--- src/rtl/axis_axi_writer_pkg.sv ---
// Shared types and constants for the byte-stream to AXI4 write-burst engine.
package axis_axi_writer_pkg;

  typedef enum logic [1:0] {
    ST_FILL,
    ST_ADDR,
    ST_DATA,
    ST_RESP
  } state_t;

  localparam logic [1:0] AXI_BURST_INCR = 2'b01;
  localparam logic [1:0] AXI_RESP_OKAY  = 2'b00;

  // Beats left before the next burst-size-aligned boundary (burst_len is a power of two).
  function automatic int unsigned beats_to_boundary(input int unsigned word_index,
                                                    input int unsigned burst_len);
    return burst_len - (word_index & (burst_len - 1));
  endfunction

endpackage

--- src/rtl/sync_fifo.sv ---
// Single-clock FIFO used as the one-burst buffer; OUTREG=0 gives a show-ahead head word.
module sync_fifo #(
  parameter int WIDTH  = 36,
  parameter int ABITS  = 4,
  parameter int OUTREG = 0
) (
  input  logic             clock,
  input  logic             reset,
  input  logic             clear,
  input  logic             wr_en,
  input  logic [WIDTH-1:0] wr_data,
  input  logic             rd_en,
  output logic [WIDTH-1:0] rd_data,
  output logic [ABITS:0]   count
);

  logic [WIDTH-1:0] mem [2**ABITS];
  logic [ABITS-1:0] wr_ptr;
  logic [ABITS-1:0] rd_ptr;

  // NOTE: the storage array has no reset; only pointers and count define what is valid.
  always_ff @(posedge clock) begin
    if (wr_en) mem[wr_ptr] <= wr_data;
  end

  always_ff @(posedge clock or posedge reset) begin
    if (reset) begin
      wr_ptr <= '0;
      rd_ptr <= '0;
      count  <= '0;
    end else if (clear) begin
      wr_ptr <= '0;
      rd_ptr <= '0;
      count  <= '0;
    end else begin
      if (wr_en) wr_ptr <= wr_ptr + 1'b1;
      if (rd_en) rd_ptr <= rd_ptr + 1'b1;
      count <= count + (ABITS+1)'(wr_en) - (ABITS+1)'(rd_en);
    end
  end

  if (OUTREG == 0) begin : g_show_ahead
    assign rd_data = mem[rd_ptr];
  end else begin : g_out_reg
    logic [WIDTH-1:0] rd_q;
    always_ff @(posedge clock) rd_q <= mem[rd_ptr];
    assign rd_data = rd_q;
  end

endmodule

--- src/rtl/axis_axi_writer.sv ---
// Packs a byte stream little-endian into 32-bit words and writes it out as
// boundary-safe AXI4 INCR bursts at an auto-incrementing address.
module axis_axi_writer
  import axis_axi_writer_pkg::*;
#(
  parameter int               WIDTH     = 32,
  parameter int               ADDRS     = 27,
  parameter int               REQID     = 4,
  parameter int               BURST_LEN = 16,
  parameter logic [ADDRS-1:0] BASE_ADDR = '0
) (
  input  logic               clock,
  input  logic               reset,
  input  logic               s_valid_i,
  output logic               s_ready_o,
  input  logic               s_last_i,
  input  logic [7:0]         s_data_i,
  output logic               awvalid_o,
  input  logic               awready_i,
  output logic [ADDRS-1:0]   awaddr_o,
  output logic [REQID-1:0]   awid_o,
  output logic [7:0]         awlen_o,
  output logic [1:0]         awburst_o,
  output logic               wvalid_o,
  input  logic               wready_i,
  output logic               wlast_o,
  output logic [WIDTH/8-1:0] wstrb_o,
  output logic [WIDTH-1:0]   wdata_o,
  input  logic               bvalid_i,
  output logic               bready_o,
  input  logic [REQID-1:0]   bid_i,
  input  logic [1:0]         bresp_i,
  output logic               done_o,
  output logic               error_o,
  output logic [15:0]        bytes_o
);

  localparam int ABITS = $clog2(BURST_LEN);
  localparam int CW    = ABITS + 1;

  state_t state, state_next;

  logic [1:0]         lane;
  logic [WIDTH-1:0]   word, word_next;
  logic [3:0]         strb, strb_next;
  logic [CW-1:0]      fifo_count;
  logic [WIDTH+3:0]   fifo_rd;
  logic               fifo_rd_en;
  logic [CW-1:0]      beats;
  logic [CW-1:0]      beats_loaded;
  logic               last_burst;
  logic               s_hs, aw_hs, w_hs, b_hs;
  logic               word_done, burst_close;

  logic unused_bid;
  assign unused_bid = ^bid_i;

  assign awburst_o = AXI_BURST_INCR;

  sync_fifo #(
    .WIDTH (WIDTH + 4),
    .ABITS (ABITS),
    .OUTREG(0)
  ) u_buffer (
    .clock  (clock),
    .reset  (reset),
    .clear  (b_hs),
    .wr_en  (word_done),
    .wr_data({strb_next, word_next}),
    .rd_en  (fifo_rd_en),
    .rd_data(fifo_rd),
    .count  (fifo_count)
  );

  // NOTE: state and datapath registers use non-blocking assignments only.
  always_ff @(posedge clock or posedge reset) begin
    if (reset) state <= ST_FILL;
    else       state <= state_next;
  end

  // NOTE: every signal gets a default first so no path leaves a latch behind.
  always_comb begin
    state_next  = state;
    word_next   = word;
    strb_next   = strb;
    s_hs        = s_valid_i && s_ready_o;
    aw_hs       = awvalid_o && awready_i;
    w_hs        = wvalid_o && wready_i;
    b_hs        = bvalid_i && bready_o;
    word_next[{lane, 3'b000} +: 8] = s_data_i;
    strb_next[lane]                = 1'b1;
    word_done   = s_hs && (lane == 2'd3 || s_last_i);
    burst_close = word_done &&
                  (s_last_i || (32'(fifo_count) + 32'd1 ==
                                beats_to_boundary(32'(awaddr_o[ADDRS-1:2]), BURST_LEN)));
    fifo_rd_en  = aw_hs || (w_hs && !wlast_o);
    case (state)
      ST_FILL: if (burst_close)       state_next = ST_ADDR;
      ST_ADDR: if (aw_hs)             state_next = ST_DATA;
      ST_DATA: if (w_hs && wlast_o)   state_next = ST_RESP;
      ST_RESP: if (b_hs)              state_next = ST_FILL;
      default:                        state_next = ST_FILL;
    endcase
  end

  always_ff @(posedge clock or posedge reset) begin
    if (reset) begin
      s_ready_o    <= 1'b0;
      awvalid_o    <= 1'b0;
      wvalid_o     <= 1'b0;
      wlast_o      <= 1'b0;
      bready_o     <= 1'b0;
      done_o       <= 1'b0;
      error_o      <= 1'b0;
      awaddr_o     <= BASE_ADDR;
      awid_o       <= '0;
      awlen_o      <= '0;
      wstrb_o      <= '0;
      wdata_o      <= '0;
      bytes_o      <= '0;
      lane         <= '0;
      word         <= '0;
      strb         <= '0;
      beats        <= '0;
      beats_loaded <= '0;
      last_burst   <= 1'b0;
    end else begin
      s_ready_o <= (state_next == ST_FILL);
      awvalid_o <= (state_next == ST_ADDR);
      wvalid_o  <= (state_next == ST_DATA);
      bready_o  <= (state_next == ST_RESP);
      done_o    <= 1'b0;

      if (s_hs) begin
        bytes_o <= bytes_o + 16'd1;
        if (word_done) begin
          lane <= '0;
          word <= '0;
          strb <= '0;
        end else begin
          lane <= lane + 2'd1;
          word <= word_next;
          strb <= strb_next;
        end
      end

      if (burst_close) begin
        awlen_o    <= 8'(fifo_count);
        beats      <= fifo_count + CW'(1);
        last_burst <= s_last_i;
      end

      // The buffer head is copied into the W output register as each beat is presented.
      if (aw_hs) begin
        {wstrb_o, wdata_o} <= fifo_rd;
        beats_loaded       <= CW'(1);
        wlast_o            <= (beats == CW'(1));
      end else if (w_hs && !wlast_o) begin
        {wstrb_o, wdata_o} <= fifo_rd;
        beats_loaded       <= beats_loaded + CW'(1);
        wlast_o            <= (beats_loaded + CW'(1) == beats);
      end else if (w_hs) begin
        wlast_o <= 1'b0;
      end

      if (b_hs) begin
        awaddr_o <= awaddr_o + (ADDRS'(beats) << 2);
        awid_o   <= awid_o + REQID'(1);
        error_o  <= error_o | (bresp_i != AXI_RESP_OKAY);
        done_o   <= last_burst;
      end
    end
  end

endmodule
--- config.mk ---
export PLATFORM = sky130hd
export DESIGN_NAME = axis_axi_writer
export DESIGN_NICKNAME = d
export VERILOG_FILES = /design/src/rtl/axis_axi_writer_pkg.sv /design/src/rtl/sync_fifo.sv /design/src/rtl/axis_axi_writer.sv
export SDC_FILE = /design/constraint.sdc
export NUM_CORES = 1
export LEC_CHECK = 0
export CAP_MARGIN = 0
export CORE_MARGIN = 3
export CORE_UTILIZATION = 45
export DETAILED_ROUTE_END_ITERATION = 10
export GPL_TIMING_DRIVEN = 1
export PLACE_DENSITY_LB_ADDON = 0.05
export RECOVER_POWER = 50
export REMOVE_ABC_BUFFERS = 1
export SLEW_MARGIN = 30
export SYNTH_ARGS = -nofsm -noshare
export SYNTH_HDL_FRONTEND = slang
export SYNTH_HIERARCHICAL = 1
export SYNTH_SLANG_ARGS = --single-unit
--- constraint.sdc ---
create_clock -name clock -period 6.9 [get_ports clock]
set_input_delay 1.38 -clock clock [delete_from_list [all_inputs] [get_ports clock]]
set_output_delay 1.38 -clock clock [all_outputs]
set_load 0.005 [all_outputs]
# == Word-level counts from Yosys, hierarchy flattened ==
# Memories as Yosys holds them, arrays and structs flattened.
# Cells that the tools add are included.
# word_totals
reg_bits,159
latchBits,0
in_bits,21
elab_cells,101
output_inout_bits,100
mem_bits_ro,0
mem_bits_rw,576
memories,1
# op_classes
eq_ne,10
reduce_logical,20
magnitude_cmp,2
add_sub_neg,13
n_bitwise,2
shifts,2
muxes,28
n_mul,0
n_div,0
# mem_list
name,depth,word_bits,read_ports,rd_ports_with_merged_regs,wr,line,source
u_buffer.mem,16,36,1,0,1,sync_fifo.sv:17,logic [WIDTH-1:0] mem [2**ABITS];
# ops
op,count
2-to-1 mux 32 bit,3
bitwise mux 32 bit,1
equality test 6 x 32 -> 1 bit,1
variable shift 8 x 7 -> 32 bit (first input constant),1
variable part select 8 x 7 -> 32 bit,1
2-to-1 mux 4 bit,7
adder 27 x 7 -> 27 bit,1
adder 16 x 1 -> 16 bit (second input constant),1
2-to-1 mux 5 bit,3
adder 4 x 1 -> 4 bit (second input constant),3
adder 5 x 1 -> 5 bit (second input constant),2
equality test 2 bit (second input constant),5
2-to-1 mux 2 bit,5
logical AND 1 bit,9
one-hot mux 2 bit (4 select lines),1
nonzero test 2 bit,4
2-to-1 mux 1 bit,7
negation 5 -> 7 bit,1
adder 5 x 1 -> 6 bit (second input constant),1
subtractor 5 x 4 -> 6 bit (first input constant),1
adder 5 x 1 -> 5 bit,1
equality test 5 x 1 -> 1 bit (second input constant),1
equality test 5 bit,1
subtractor 5 x 1 -> 5 bit,1
11 further kinds,15

# == Depth between registers and ports, before layout ==
# Gate-level depths: netlist of run 1.
# depth
word_depth,7
mapped_depth,12
mapped_depth_nobuf,11

# == Cells and area by module ==
# The synthesis of run 1 kept the hierarchy.
# by_module_without_submodules
module,seq_area_each_um2,n_inst,cells_per_inst,area_per_inst_um2
sync_fifo,17621.9,1,976,22335.2
axis_axi_writer,3603.5,1,613,6802.8

# == Worst setup path before layout of run 1 ==
# OpenSTA, ideal clock, no wires.
# synth_path
path_type,in2reg
from,input port s_valid_i
to,memory u_buffer.mem[2][0] (enable)
required_time_ns,6.426
arrival_ns,4.609
path_stages,5
path_buffers,1
slack_ns,1.818
setup_time_ns,0.474
cell_sequence,nand2_1 nor2_1 clkbuf_1 nand2_1 nor3_1
# synth_via
elab_chain_len,4
# synth_lines
item,line,source
start: declaration,axis_axi_writer.sv:14,"input logic s_valid_i,"
logical AND 1 bit,axis_axi_writer.sv:86,s_hs = s_valid_i && s_ready_o;
logical AND 1 bit,axis_axi_writer.sv:92,word_done = s_hs && (lane == 2'd3 || s_last_i);
net word_done,axis_axi_writer.sv:53,"logic word_done, burst_close;"
2-to-1 mux 1 bit,sync_fifo.sv:23,if (wr_en) mem[wr_ptr] <= wr_data;
2-to-1 mux 1 bit (not written as such),sync_fifo.sv:23,
end: declaration,sync_fifo.sv:17,
# The timed path passes the listed nets, and every way through them passes these cells.

# == Worst setup path in the final report of run 1 ==
# layout_path
from,input port s_valid_i
to,memory u_buffer.mem[0][25] (enable)
# Same word-level chain as after synthesis.

==> run summary, run 1 <==
floorplan row count: 92
Post-CTS Hold Buffers: 0
Crit. End Element: flip-flop
DRT Wirelength: 62.9 mm
Peak Freq: 197 MHz
Antenna Cells: 0
Die W: 260 µm
critical path launch point type: primary input
share of cells above drive strength 1: 0.201
drt first pass iters: 5
Slew Limit Headroom: -1.33
postcts setup bufs: 0
root buffer cell: clkbuf_16
Port Buf Inserts: 109
pwr dens: 399 nW/µm²
Fin Setup TNS: 0 ns
synthesized instance count: 1589
Worst Hold Class: reg -> reg
Detail Placement HPWL: 36.0 mm
crit share post-route: 0.734
failing checks: capacitance limit, slew limit
GRT Overall Usage: 0.192
area grow syn2layout: 16.3%
Async SR Flop Fraction: 0.214
top post-synthesis cells by count: 576 x edfxtp_1, 157 x dfrtp_1, 144 x mux4_2
Resized Gates After CTS: 0
DR WL/cell: 23.5 µm
Yosys reg bits: 733
CORE AREA: 63500 µm²
Top Ports: 121
CTS H-tree lvls: 3
vias in the first global route: 15767
Max Slew Vio Count: 233
DR DRC count: 0
dominant cells by area after synthesis: edfxtp_1 59%, dfrtp_1 13%, mux4_2 11%
crit-path cells: dlygate4sd3_1, nand2_1, nor2_1, clkbuf_1, nor3b_1, and2_2, buf_4
synth unique cells: 61
critical path's slowest cell: nand2_1
worst path required time: 7.19 ns
Clock Latency Late Sink: 0.60 ns
Tmin final: 5.06 ns
area leader, netlist: edfxtp_1
ANT nets after route: 0
CTS buffer count: 78
die area: 67800 µm²
Post-Layout Cell Count: 2670
global-route wire length before repair: 97.2 mm
top-count cell post-synth: edfxtp_1
grt ovf: 0
Mean Syn Cell Area: 18.3 µm²
CTS tree: yes
Setup violations, final: 0
Max VDD drop: 0.000245 V
dpl cells: 2525
Synth top area share: 0.594
# clock sinks: 733
Die Height: 260 µm
routability cong.: 0.754
fin nets: 1810
CTS clk-pin slew, worst paths: 0.06 ns
final hold slack: 0.466 ns
final hold violations: 0
total number of vias: 14728
Crit Path Max Fanout: 40
Initial Util: 0.459
worst-margin pin slew: 3.48 ns
Clock Skew: 0.0144 ns
Worst Path Buf+Inv: 3
Max-cap violations: 8
Worst Path Class, Setup: in -> reg
Arr. time, crit path: 5.35 ns
Avg Vias per Cell: 5.52
outcome: complete, but fails checks
Synth Flop Type: edfxtp_1
Post-Synthesis Cell Area: 29100 µm²
Seq/Total Area, Yosys: 0.728
YS warnings: 6
pin count of the biggest net entering global routing: 72
clock tree buffer depth: 3
Critical Path Max Stage Delay: 0.89 ns
P_leak: 0.0116 µW
RSZ-0062 raised after global routing: false
CP top delay family: simple AND/OR/NAND/NOR gates
initial antenna violation count: 0
Post-synth EDFFs: 576
initial DRC count: 971
[metal layers]
metal / GRT usage / up-vias / wire, µm
met5: 0 / - / 0
met3: 0.0348 / 96 / 2560
met4: 0.0517 / 0 / 1360
li1: - / 6555 / -
met2: 0.305 / 284 / 29900
met1: 0.274 / 7793 / 29000
[state kept, by name, indices dropped and copies added, names as in the netlist, 4 cells and up]
name and count:
u_buffer/wr_ptr 4, strb 4, wdata_o 32, beats 5
wstrb_o 4, u_buffer/count 5, awid_o 4, awaddr_o 25
bytes_o 16, word 32, u_buffer/rd_ptr 4, awlen_o 5
u_buffer/mem 576, beats_loaded 5
[cells in the final DEF, fill, tap and decap left out, types with 12 or more instances in the layout]
cell             synthesis  final
xnor2_1                 47     47
nand3_1                 18     18
inv_1                   55     54
a22oi_1                 72     72
nor2_1                  37     34
dfrtp_1                157    155
clkbuf_8                 0     12
clkbuf_1                33     44
clkbuf_16                0     82
xor2_1                  19     19
mux2_2                  39     39
mux4_2                 144    144
ha_1                    28     28
clkdlybuf4s50_1          0    105
clkinv_2                 0     15
o21ai_0                 46     44
edfxtp_1               576    576
buf_4                   17     22
nand2_1                120    120
a22o_1                  33     33
[worst paths after layout]
kind,cells past startpoint,endpoint,slack [ns],startpoint
setup reg to reg,6,u_buffer/mem[0][25],2.78,s_ready_o
hold reg to reg,1,awid_o[3],0.47,awid_o[3]
hold / removal,1,awid_o[3],0.47,awid_o[3]
min in group asynchronous,2,u_buffer/count[3],1.32,reset
setup / recovery,7,u_buffer/mem[0][25],1.84,s_valid_i
max in group asynchronous,3,word[30],2.88,reset
[stage by stage]
step / area (µm²) / setup WS [ns] / total power [µW] / utilization
4_1_cts: 34000 / 2.72 / 13800 / 0.536
6_report: 33900 / 1.84 / 13500 / 0.533
2_1_floorplan: 28800 / 0.0292 / 8480 / -
5_1_grt: 33900 / 1.55 / 14300 / 0.533
3_5_place_dp: 31400 / 2.07 / 9580 / 0.495
3_3_place_gp: 31400 / 2.14 / 9510 / 0.494
[worst reg2reg max path: cells and delay by family, from the launching register on]
kind | cells | cell delay (ns)
flip-flops | 1 | 0.37
AND/OR/NAND/NOR | 4 | 2.45
buffers and inverters | 2 | 0.99
[power breakdown]
part | internal (µW) | switching, µW | leakage, µW
Sequential | 5370 | 400 | 0.00719
Clock | 2490 | 1670 | 0.00127
Combinational | 1770 | 1830 | 0.00318
[kinds of logic (layout without fill, tap and decap cells)]
family	after synthesis	after routing	share of synthesized area
flops	733	733	0.728
mux	194	194	0.131
buf+inv	129	359	0.0203
compound gates	181	181	0.0444
other cells	2	7	0.000258
simple gates	253	253	0.0415
xor+xnor	67	67	0.0206
fa+ha+maj	30	30	0.0134
[cell type report]
cell class | count | area, µm²
multi-input cells | 732 | 7410
clock inverters | 34 | 315
clock buffers | 111 | 2280
inverters | 55 | 208
repair buffers | 159 | 1380
fillers | 5093 | 29700
well taps | 846 | 1060
flip-flops and latches | 733 | 21200
(Power assumes the default switching activity.)
==> run 2: changes to the inputs <==
- clock period: 6.9 -> 5 ns (I/O delays scaled with it)
==> run 2 against run 1 <==
  * Critical endpoint is now word[0]
  * Sequential power grew 37%
  * The flow still finishes with violations (capacitance limit, slew limit)
  * Clock power is 37% higher
  * Highest routed layer unchanged
  * Non-clock buffer count grew 23
==> run summary, run 2 (synthesis results as in run 1) <==
r2r endpoint: u_buffer/mem[2][33]
Max VDD drop: 0.000294 V
Post-Layout Cell Count: 2694
Detail Placement HPWL: 37.5 mm
commonest non-fill, non-tap cell in the layout: edfxtp_1
failing checks: capacitance limit, slew limit
Worst Path Class, Setup: in -> reg
pin count of the biggest net entering global routing: 88
Fin Setup TNS: 0 ns
final hold violations: 0
RSZ-0062 raised after global routing: false
Clock Skew: 0.0155 ns
Die W: 260 µm
Die Height: 260 µm
GRT Overall Usage: 0.203
drt first pass iters: 5
pwr dens: 548 nW/µm²
total number of vias: 15042
max reg flops: 576
area taken by multi-input logic gates: 7330 µm²
Initial Util: 0.459
placed cell areas: 31800 µm²
Peak Freq: 254 MHz
DR WL/cell: 24.8 µm
Slew Limit Headroom: -0.534
worst setup path start: s_valid_i
fin nets: 1833
CTS buffer count: 78
Reg-to-Reg Start: lane[0]
DR DRC count: 0
Setup violations, final: 0
top flop regs: u_buffer/mem (576), wdata_o (32), word (32)
r2r setup slk: 1.45 ns
global-route wire length before repair: 102 mm
fillcell total: 5118
most frequent cells in the layout: 576 x edfxtp_1, 155 x dfrtp_1, 144 x mux4_2
initial antenna violation count: 1
clock tree buffer depth: 3
Top reg by flops: u_buffer/mem
Clock Latency Late Sink: 0.61 ns
dpl cells: 2547
Tmin final: 3.94 ns
Crit Path Max Fanout: 39
final instance area: 34100 µm²
root buffer cell: clkbuf_16
outcome: complete, but fails checks
initial DRC count: 1144
CTS tree: yes
Post-CTS Hold Buffers: 0
Reg area: 21200 µm²
grt ovf: 0
Max Slew Vio Count: 154
ANT nets after route: 0
crit path to: word[0]
worst-case reg-to-reg path depth: 7
Max-cap violations: 4
area grow syn2layout: 17.1%
Resized Gates After CTS: 0
Worst Hold Class: reg -> reg
floorplan row count: 92
critical path launch point type: primary input
DRT Wirelength: 66.7 mm
CTS clk-pin slew, worst paths: 0.06 ns
crit share post-route: 0.789
P_leak: 0.0119 µW
Top Ports: 121
CORE AREA: 63500 µm²
Crit. End Element: flip-flop
routability cong.: 0.750
Tot Pwr: 18700 µW
Port Buf Inserts: 109
Avg Vias per Cell: 5.58
CTS H-tree lvls: 3
share of cells above drive strength 1: 0.201
Arr. time, crit path: 4.43 ns
die area: 67800 µm²
worst-margin pin slew: 2.30 ns
vias in the first global route: 15868
postcts setup bufs: 0
Setup WS post-layout: 1.06 ns
worst path required time: 5.48 ns
# clock sinks: 733
worst slack, placed: 1.40 ns
[run 2: routing by layer]
metal	share of wire	global-route usage	vias up
met1	0.45	0.294	8000
met4	0.016	0.0480	0
met3	0.051	0.0355	72
met5	0	0	-
met2	0.48	0.324	363
li1	-	-	6607
[run 2: final cells by class]
cell class	instances	area share
antenna	1	0.0000733
clock buffer	109	0.0634
clock inverter	36	0.0111
inverter	55	0.00616
multi-input combinational	732	0.215
sequential	733	0.622
tap	846	0.0310
timing repair buffer	182	0.0512
[run 2: where the power goes]
part | total (µW) | internal [µW] | leakage (µW) | switching (µW)
Sequential | 7930 | 7400 | 0.00719 | 523
Clock | 5700 | 3390 | 0.00123 | 2310
Combinational | 5070 | 2450 | 0.00348 | 2620
[run 2: how the worst min path moves through the flow]
stage | slack [ns] | depth (start not counted) | startpoint | to
final | 0.47 | 1 | awid_o[3] | awid_o[3]
after global routing | 0.49 | 1 | bytes_o[15] | bytes_o[15]
after CTS | 0.48 | 1 | bytes_o[15] | bytes_o[15]
after floorplan | 0.46 | 1 | strb[3] | strb[3]
after detailed placement | 0.47 | 1 | awid_o[3] | awid_o[3]
after global placement | 0.46 | 1 | error_o | error_o
[run 2: worst max-delay path, stage by stage]
cell	delay (ns)
dlygate4sd3_1	0.55
nand2_1	0.10
clkbuf_1	1.63
nor3_1	0.16
clkbuf_2	0.59
a22o_1	0.36
[run 2: through the flow]
step | hold slack (ns) | utilization
2_1_floorplan | 0.455 | -
3_3_place_gp | 0.461 | 0.499
3_5_place_dp | 0.469 | 0.500
4_1_cts | 0.481 | 0.540
5_1_grt | 0.489 | 0.537
6_report | 0.470 | 0.537
